## src/rtl/alu_pkg.sv

```systemverilog
// alu_pkg: opcodes, legality check and FSM encoding shared by the ALU, its decoder and alu_arbiter
// Ports: none (package)
package alu_pkg;
    localparam logic [3:0] OP_0000 = 4'b0000;
    localparam logic [3:0] OP_0001 = 4'b0001;
    localparam logic [3:0] OP_0010 = 4'b0010;
    localparam logic [3:0] OP_0011 = 4'b0011;
    localparam logic [3:0] OP_0100 = 4'b0100;
    localparam logic [3:0] OP_0101 = 4'b0101;
    localparam logic [3:0] OP_0110 = 4'b0110;
    localparam logic [3:0] OP_1000 = 4'b1000;
    localparam logic [3:0] OP_1001 = 4'b1001;
    localparam logic [3:0] OP_1010 = 4'b1010;
    localparam logic [3:0] OP_1011 = 4'b1011;
    localparam logic [3:0] OP_1100 = 4'b1100;
    localparam logic [3:0] OP_1101 = 4'b1101;
    localparam logic [3:0] OP_1110 = 4'b1110;

    typedef enum logic [1:0] {
        ST_IDLE = 2'd0,
        ST_EXEC = 2'd1,
        ST_RESP = 2'd2
    } state_t;

    // 0111 and 1111 are the only illegal codes
    function automatic logic is_legal_op(input logic [3:0] op);
        return op[2:0] != 3'b111;
    endfunction
endpackage

```

## src/rtl/rr_arb2.sv

```systemverilog
// rr_arb2: combinational 2-way round-robin grant
// Ports: valid[1:0] requests, last_grant index of the previous winner, grant[1:0] one-hot winner
module rr_arb2 (
    input  logic [1:0] valid,
    input  logic       last_grant,
    output logic [1:0] grant
);
    // on a tie the requester that did not win last time gets the grant
    assign grant[0] = valid[0] & (~valid[1] | last_grant);
    assign grant[1] = valid[1] & (~valid[0] | ~last_grant);
endmodule

```

## src/rtl/alu_arbiter.sv

```systemverilog
// alu_arbiter: shares one combinational ALU between two valid/ready requesters with round-robin grant
// Ports: clk, reset (sync, active-high); rN_req_valid/rN_req_ready/rN_op/rN_a/rN_b request channel;
//        rN_rsp_valid/rN_rsp_ready response channel; rsp_data/rsp_err shared result;
//        alu_a/alu_b/alu_op registered ALU inputs, alu_result ALU output; busy when not IDLE
module alu_arbiter
    import alu_pkg::*;
#(
    parameter int WIDTH       = 32,
    parameter int EXEC_CYCLES = 1
) (
    input  logic             clk,
    input  logic             reset,
    input  logic             r0_req_valid,
    output logic             r0_req_ready,
    input  logic [3:0]       r0_op,
    input  logic [WIDTH-1:0] r0_a,
    input  logic [WIDTH-1:0] r0_b,
    output logic             r0_rsp_valid,
    input  logic             r0_rsp_ready,
    input  logic             r1_req_valid,
    output logic             r1_req_ready,
    input  logic [3:0]       r1_op,
    input  logic [WIDTH-1:0] r1_a,
    input  logic [WIDTH-1:0] r1_b,
    output logic             r1_rsp_valid,
    input  logic             r1_rsp_ready,
    output logic [WIDTH-1:0] rsp_data,
    output logic             rsp_err,
    output logic [WIDTH-1:0] alu_a,
    output logic [WIDTH-1:0] alu_b,
    output logic [3:0]       alu_op,
    input  logic [WIDTH-1:0] alu_result,
    output logic             busy
);
    localparam logic [3:0] CNT_INIT = 4'(EXEC_CYCLES - 1);

    state_t     state, state_nxt;
    logic [3:0] cnt;
    logic       last_grant, owner;
    logic [1:0] grant;
    logic       sel, hs, legal, ack;
    logic [3:0] op_in;

    rr_arb2 u_arb (
        .valid      ({r1_req_valid, r0_req_valid}),
        .last_grant (last_grant),
        .grant      (grant)
    );

    assign sel   = grant[1];
    assign op_in = sel ? r1_op : r0_op;
    assign hs    = (state == ST_IDLE) && (grant != 2'b00);
    assign legal = is_legal_op(op_in);
    // only the owner's ready can release the response
    assign ack   = owner ? r1_rsp_ready : r0_rsp_ready;

    always_ff @(posedge clk) begin
        if (reset) state <= ST_IDLE;
        else       state <= state_nxt;
    end

    always_comb begin
        state_nxt = state;
        case (state)
            ST_IDLE: if (hs) state_nxt = legal ? ST_EXEC : ST_RESP;
            ST_EXEC: if (cnt == 4'd0) state_nxt = ST_RESP;
            ST_RESP: if (ack) state_nxt = ST_IDLE;
            default: state_nxt = ST_IDLE;
        endcase
    end

    always_comb begin
        r0_req_ready = hs & ~sel;
        r1_req_ready = hs & sel;
        r0_rsp_valid = (state == ST_RESP) & ~owner;
        r1_rsp_valid = (state == ST_RESP) & owner;
        busy         = state != ST_IDLE;
    end

    always_ff @(posedge clk) begin
        if (reset) begin
            last_grant <= 1'b1;
            owner      <= 1'b0;
            cnt        <= 4'd0;
            alu_a      <= '0;
            alu_b      <= '0;
            alu_op     <= 4'b0000;
            rsp_data   <= '0;
            rsp_err    <= 1'b0;
        end else begin
            if (hs) begin
                last_grant <= sel;
                owner      <= sel;
                cnt        <= CNT_INIT;
                // an illegal op never reaches the ALU, so its inputs keep the previous operation
                if (legal) begin
                    alu_a  <= sel ? r1_a : r0_a;
                    alu_b  <= sel ? r1_b : r0_b;
                    alu_op <= op_in;
                end else begin
                    rsp_data <= '0;
                    rsp_err  <= 1'b1;
                end
            end
            if (state == ST_EXEC) begin
                if (cnt == 4'd0) begin
                    rsp_data <= alu_result;
                    rsp_err  <= 1'b0;
                end else begin
                    cnt <= cnt - 4'd1;
                end
            end
        end
    end
endmodule

```

## config.mk

```make
export PLATFORM = sky130hd
export DESIGN_NAME = alu_arbiter
export DESIGN_NICKNAME = d
export VERILOG_FILES = /design/src/rtl/alu_pkg.sv /design/src/rtl/rr_arb2.sv /design/src/rtl/alu_arbiter.sv
export SDC_FILE = /design/constraint.sdc
export NUM_CORES = 1
export LEC_CHECK = 0
export ABC_AREA = 1
export CAP_MARGIN = 10
export CORE_MARGIN = 2
export CORE_UTILIZATION = 23
export DETAILED_ROUTE_END_ITERATION = 12
export PLACE_DENSITY = 0.63
export SLEW_MARGIN = 20
export SYNTH_ARGS = -nofsm -noshare
export SYNTH_HDL_FRONTEND = slang
export SYNTH_SLANG_ARGS = --single-unit
```

## constraint.sdc

```tcl
create_clock -name clk -period 1.46 [get_ports clk]
set_input_delay 0.438 -clock clk [delete_from_list [all_inputs] [get_ports clk]]
set_output_delay 0.438 -clock clk [all_outputs]
set_load 0.005 [all_outputs]
```

# After elaboration in Yosys (flattened, before gate mapping)
# Cells that the tools add are included.
# word_totals
register_bits	109
inputBits	174
wordCells	56
# classes
addsub	1
n_eq_ne	6
mux	20
n_bitwise	13
reduce_logical	7
# op_table
operator	count
2-to-1 mux 32 bit	6
2-to-1 mux 4 bit	4
2-to-1 mux 2 bit	4
AND 1 bit	6
!= test 2 bit, second input constant	3
case mux 2 bit (3 select lines)	1
2-to-1 mux 1 bit	5
inverter 1 bit	5
logical NOT 4 bit	1
nonzero test 2 bit	2
subtractor 4 x 1 -> 4 bit, second input constant	1
!= test 3 bit, second input constant	1
AND reduction 3 bit	1
equality test 2 x 1 -> 1 bit, second input constant	1
equality test 2 bit, second input constant	1
logical NOT 2 bit	1
bitwise OR 1 bit	2
AND reduction 2 bit	1
logical AND 1 bit	1

# Depth between registers and ports, before layout
# depth
ltp_word	9
depth_mapped	11

# Cells and area by module
# From an unflattened synthesis, not the netlist that was laid out.
# unflattened
cells_unflattened	742
area_unflattened_um2	5158.7
# by_module_without_submodules
mod	instances	cells_each	area_per_inst_um2	seq_area_each_um2
alu_arbiter	1	738	5131.2	2182.1
rr_arb2	1	4	27.5	0.0

# Worst setup path after synthesis
# Ideal clock, no wire load.
# synth_path
path_kind	input to output
from	input port r0_req_valid
to	output port r0_req_ready
t_arrival_ns	1.039
required_time_ns	1.022
path_slack_ns	-0.017
path_stages	5
path_buffers	1
path_cell_list	nand2_2 > nand2_2 > inv_1 > clkbuf_1 > nor2_1
# synth_between
elab_chain_cells	6
word_cells_on_any_way	8
cone_classes	bitwise: 6; reduce/logical: 2
# synth_rtl
item	line	source
start, declared	alu_arbiter.sv:13	input logic r0_req_valid,
inverter 1 bit	rr_arb2.sv:10	assign grant[1] = valid[1] & (~valid[0] | ~last_grant);
bitwise OR 1 bit	rr_arb2.sv:10	
AND 1 bit	rr_arb2.sv:10	
nonzero test 2 bit	alu_arbiter.sv:52	assign hs = (state == ST_IDLE) && (grant != 2'b00);
logical AND 1 bit	alu_arbiter.sv:52	
AND 1 bit *	alu_arbiter.sv:73	r0_req_ready = hs & ~sel;
end, declared	alu_arbiter.sv:14	output logic r0_req_ready,
# Mark *: on every way between the ends. The rest lies on a longest branch, timed or not.

# Final worst setup path
# layout_path
from	register last_grant
to	output port r0_req_ready
# layout_between
elab_chain_cells	6
word_cells_on_any_way	9
cone_classes	bitwise: 7; reduce/logical: 2
# layout_rtl
item	line	source
start, declared	alu_arbiter.sv:39	logic last_grant, owner;
start signal, assigned	alu_arbiter.sv:92	last_grant <= sel;
inverter 1 bit	rr_arb2.sv:10	
bitwise OR 1 bit	rr_arb2.sv:10	
AND 1 bit	rr_arb2.sv:10	
nonzero test 2 bit	alu_arbiter.sv:52	
logical AND 1 bit	alu_arbiter.sv:52	
AND 1 bit *	alu_arbiter.sv:73	
# Marks and branches as above.

==> out/metrics.cfg <==
[run_status]
status=complete, but fails checks
violations=setup timing

[layout]
area_delta_synth_final_pct=103
final_core_util=0.475
final_common_cell=nand2_1
diodes=0
layout_common_cells=270 x nand2_1, 167 x clkdlybuf4s50_1, 92 x dlygate4sd2_1
fill_cells=2212
final_nets=1299
final_design_area_no_fill_um2=10700
drive_above_1_share=0.308

[synthesis]
synth.ff_latch_count=109
syn_nets=976
ys_warn_count=0
yosysUniqueCellTypes=20
avgSynthCellArea_um2=6.56
synth_area_leader_cell=dfxtp_1
syn_inst=801
synth_top_area_frac=0.415
netlist_area_um2=5260
yosysSeqAreaShare=0.415
synth_area_leaders=dfxtp_1 42%, nand2_1 22%, nor2_1 10%

[placed_design]
place_area_um2=8540
place_congestion=0.738
hpwl_um=13300
io_buffers=279

[detailed_routing]
wl_per_cell_um=16.7
drt_iter0_markers=292
dr.pass1.iters=5
vias=6323
vias_per_cell=4.47
antenna_left=0
drcViolationCount=0
routed_wl_um=23600

[power]
p_leak_nw=4.86
combPwrFrac=0.474
p_switching_mw=4.39
power_density_nw_per_um2=1170
seqPwrFrac=0.330
finalPower_mw=12.5
switching_share=0.352
p_int_mw=8.08
irDropWorstVdd_v=0.000623
p_clk_frac=0.195

[timing]
slew_headroom=0.697
fin_ws_ns=-0.209
drv_slew=0
layout_min_cycle_time_ns=1.67
tightest_slew_ns=0.454
skew_ns=0.00967
rsz0062_at_grt=true
finalSetupTns_ns=-14.04
finalCritPeriodShare=1.14
hold_viol=0
finalSetupViolCount=107
max_freq_mhz=599

[clock_tree]
cts_tree=built
clock_path_buffers=2
clk_pin_slew_worst_paths_ns=0.07
h-tree-depth=3
insertion_delay_ns=0.36
cts-root-buf=clkbuf_16
cts_buffers=9
postCtsHoldBufs=0
cts.sink_count=109

[floorplanning]
start_util=0.234
num_rows=55
pin_count=280
die_w_um=155
die_area_um2=24100
coreArea_um2=22500
die_h_um=155

[worst_hold_path]
worstHoldPathType=flip-flop to flip-flop
hold_path_depth=1

[job]
cap_viol_max_count=0

[worst_setup_path]
reg2reg_depth=8
cp-start-kind=flip-flop
cp.required_ns=1.02
crit_fanout=3
crit_type=flip-flop to primary output
arrival_ns=1.23
endpoint_kind=primary output

[global_route]
grt_pass1_vias=5745
antenna_found_initial=0
globalRouteOverflowTotal=0
grt_pass1_wl_um=30400
grt_max_degree=43
grt_use_total=0.160

-- timing repair --
item                                    CTS  global route
pin swaps                                27            45
gates resized for setup                 282           249
cloned                                   12            21
endpoints found under the setup margin  209           119
setup buffers                            19            13
-- cell type report --
| cell class | count | area, µm² | share of cell area |
|---|---|---|---|
| flip-flops and latches | 109 | 2270 | 0.212 |
| inverters | 17 | 87.6 | 0.00820 |
| repair buffers | 370 | 4130 | 0.387 |
| well taps | 285 | 357 | 0.0334 |
| multi-input cells | 617 | 3550 | 0.332 |
| clock inverters | 6 | 45.0 | 0.00422 |
| clock buffers | 10 | 239 | 0.0224 |
-- final timing paths --
check	start	end	slack, ns
max	last_grant	r0_req_ready	-0.21
min	cnt[0]	cnt[0]	0.45
max reg2reg	state[0]	rsp_data[24]	-0.20
min reg2reg	cnt[0]	cnt[0]	0.45
-- worst max-delay path, cell delays in order, from the launching register on --
cell      delay, ns
dfxtp_2        0.36
nand2_4        0.08
nand3b_1       0.13
nand2_2        0.10
nor2_4         0.10
buf_6          0.10
-- power by group through the flow --
stage	Combinational, mW	Clock [mW]	Sequential, mW
CTS	4.82	2.53	3.92
detailed placement	4.11	0	3.91
global placement	4.09	0	3.88
global route	6.38	2.65	4.20
finish	5.92	2.44	4.12
floorplan	1.74	0	3.94
-- cell families (layout without fill, tap and decap cells) --
| logic type | count (synthesis) | in the layout | synth area share |
|---|---|---|---|
| simple gates | 537 | 537 | 0.436 |
| flops | 109 | 109 | 0.415 |
| compound gates | 78 | 78 | 0.0752 |
| buf+inv | 75 | 403 | 0.0695 |
| fa+ha+maj | 1 | 1 | 0.00238 |
| xor+xnor | 1 | 1 | 0.00167 |
-- state kept, by name, indices dropped and copies added, names as in the netlist --
register / count
alu_a: 32
alu_b: 32
alu_op: 4
cnt: 4
last_grant: 1
owner: 1
rsp_data: 32
rsp_err: 1
state: 2
-- metal layers --
| layer | up-vias | global-route usage | part of all wire |
|---|---|---|---|
| li1 | 3177 | - | - |
| met1 | 2899 | 0.190 | 0.42 |
| met2 | 228 | 0.279 | 0.48 |
| met3 | 19 | 0.0546 | 0.083 |
| met4 | 0 | 0.0401 | 0.013 |
| met5 | - | 0 | 0 |
-- metrics by stage --
| stage | hold slack [ns] | setup slack (ns) | instances |
|---|---|---|---|
| 6_report | 0.448 | -0.209 | 1414 |
| 5_1_grt | 0.462 | -0.300 | 1414 |
| 4_1_cts | 0.457 | -0.239 | 1390 |
| 3_5_place_dp | 0.439 | -0.932 | 1344 |
| 3_3_place_gp | 0.436 | -0.935 | 1344 |
| 2_1_floorplan | 0.436 | -0.00984 | 801 |
-- synth_stat cells, drive strengths merged --
library cell / instances
nand2: 314
nor2: 145
dfxtp: 109
nand3b: 66
a21oi: 40
o21ai: 36
buf: 34
clkbuf: 24
inv: 17
nand3: 10
a211oi: 2
nand4: 2
ha: 1
xor2: 1
Power figures use the tool's default switching activity.
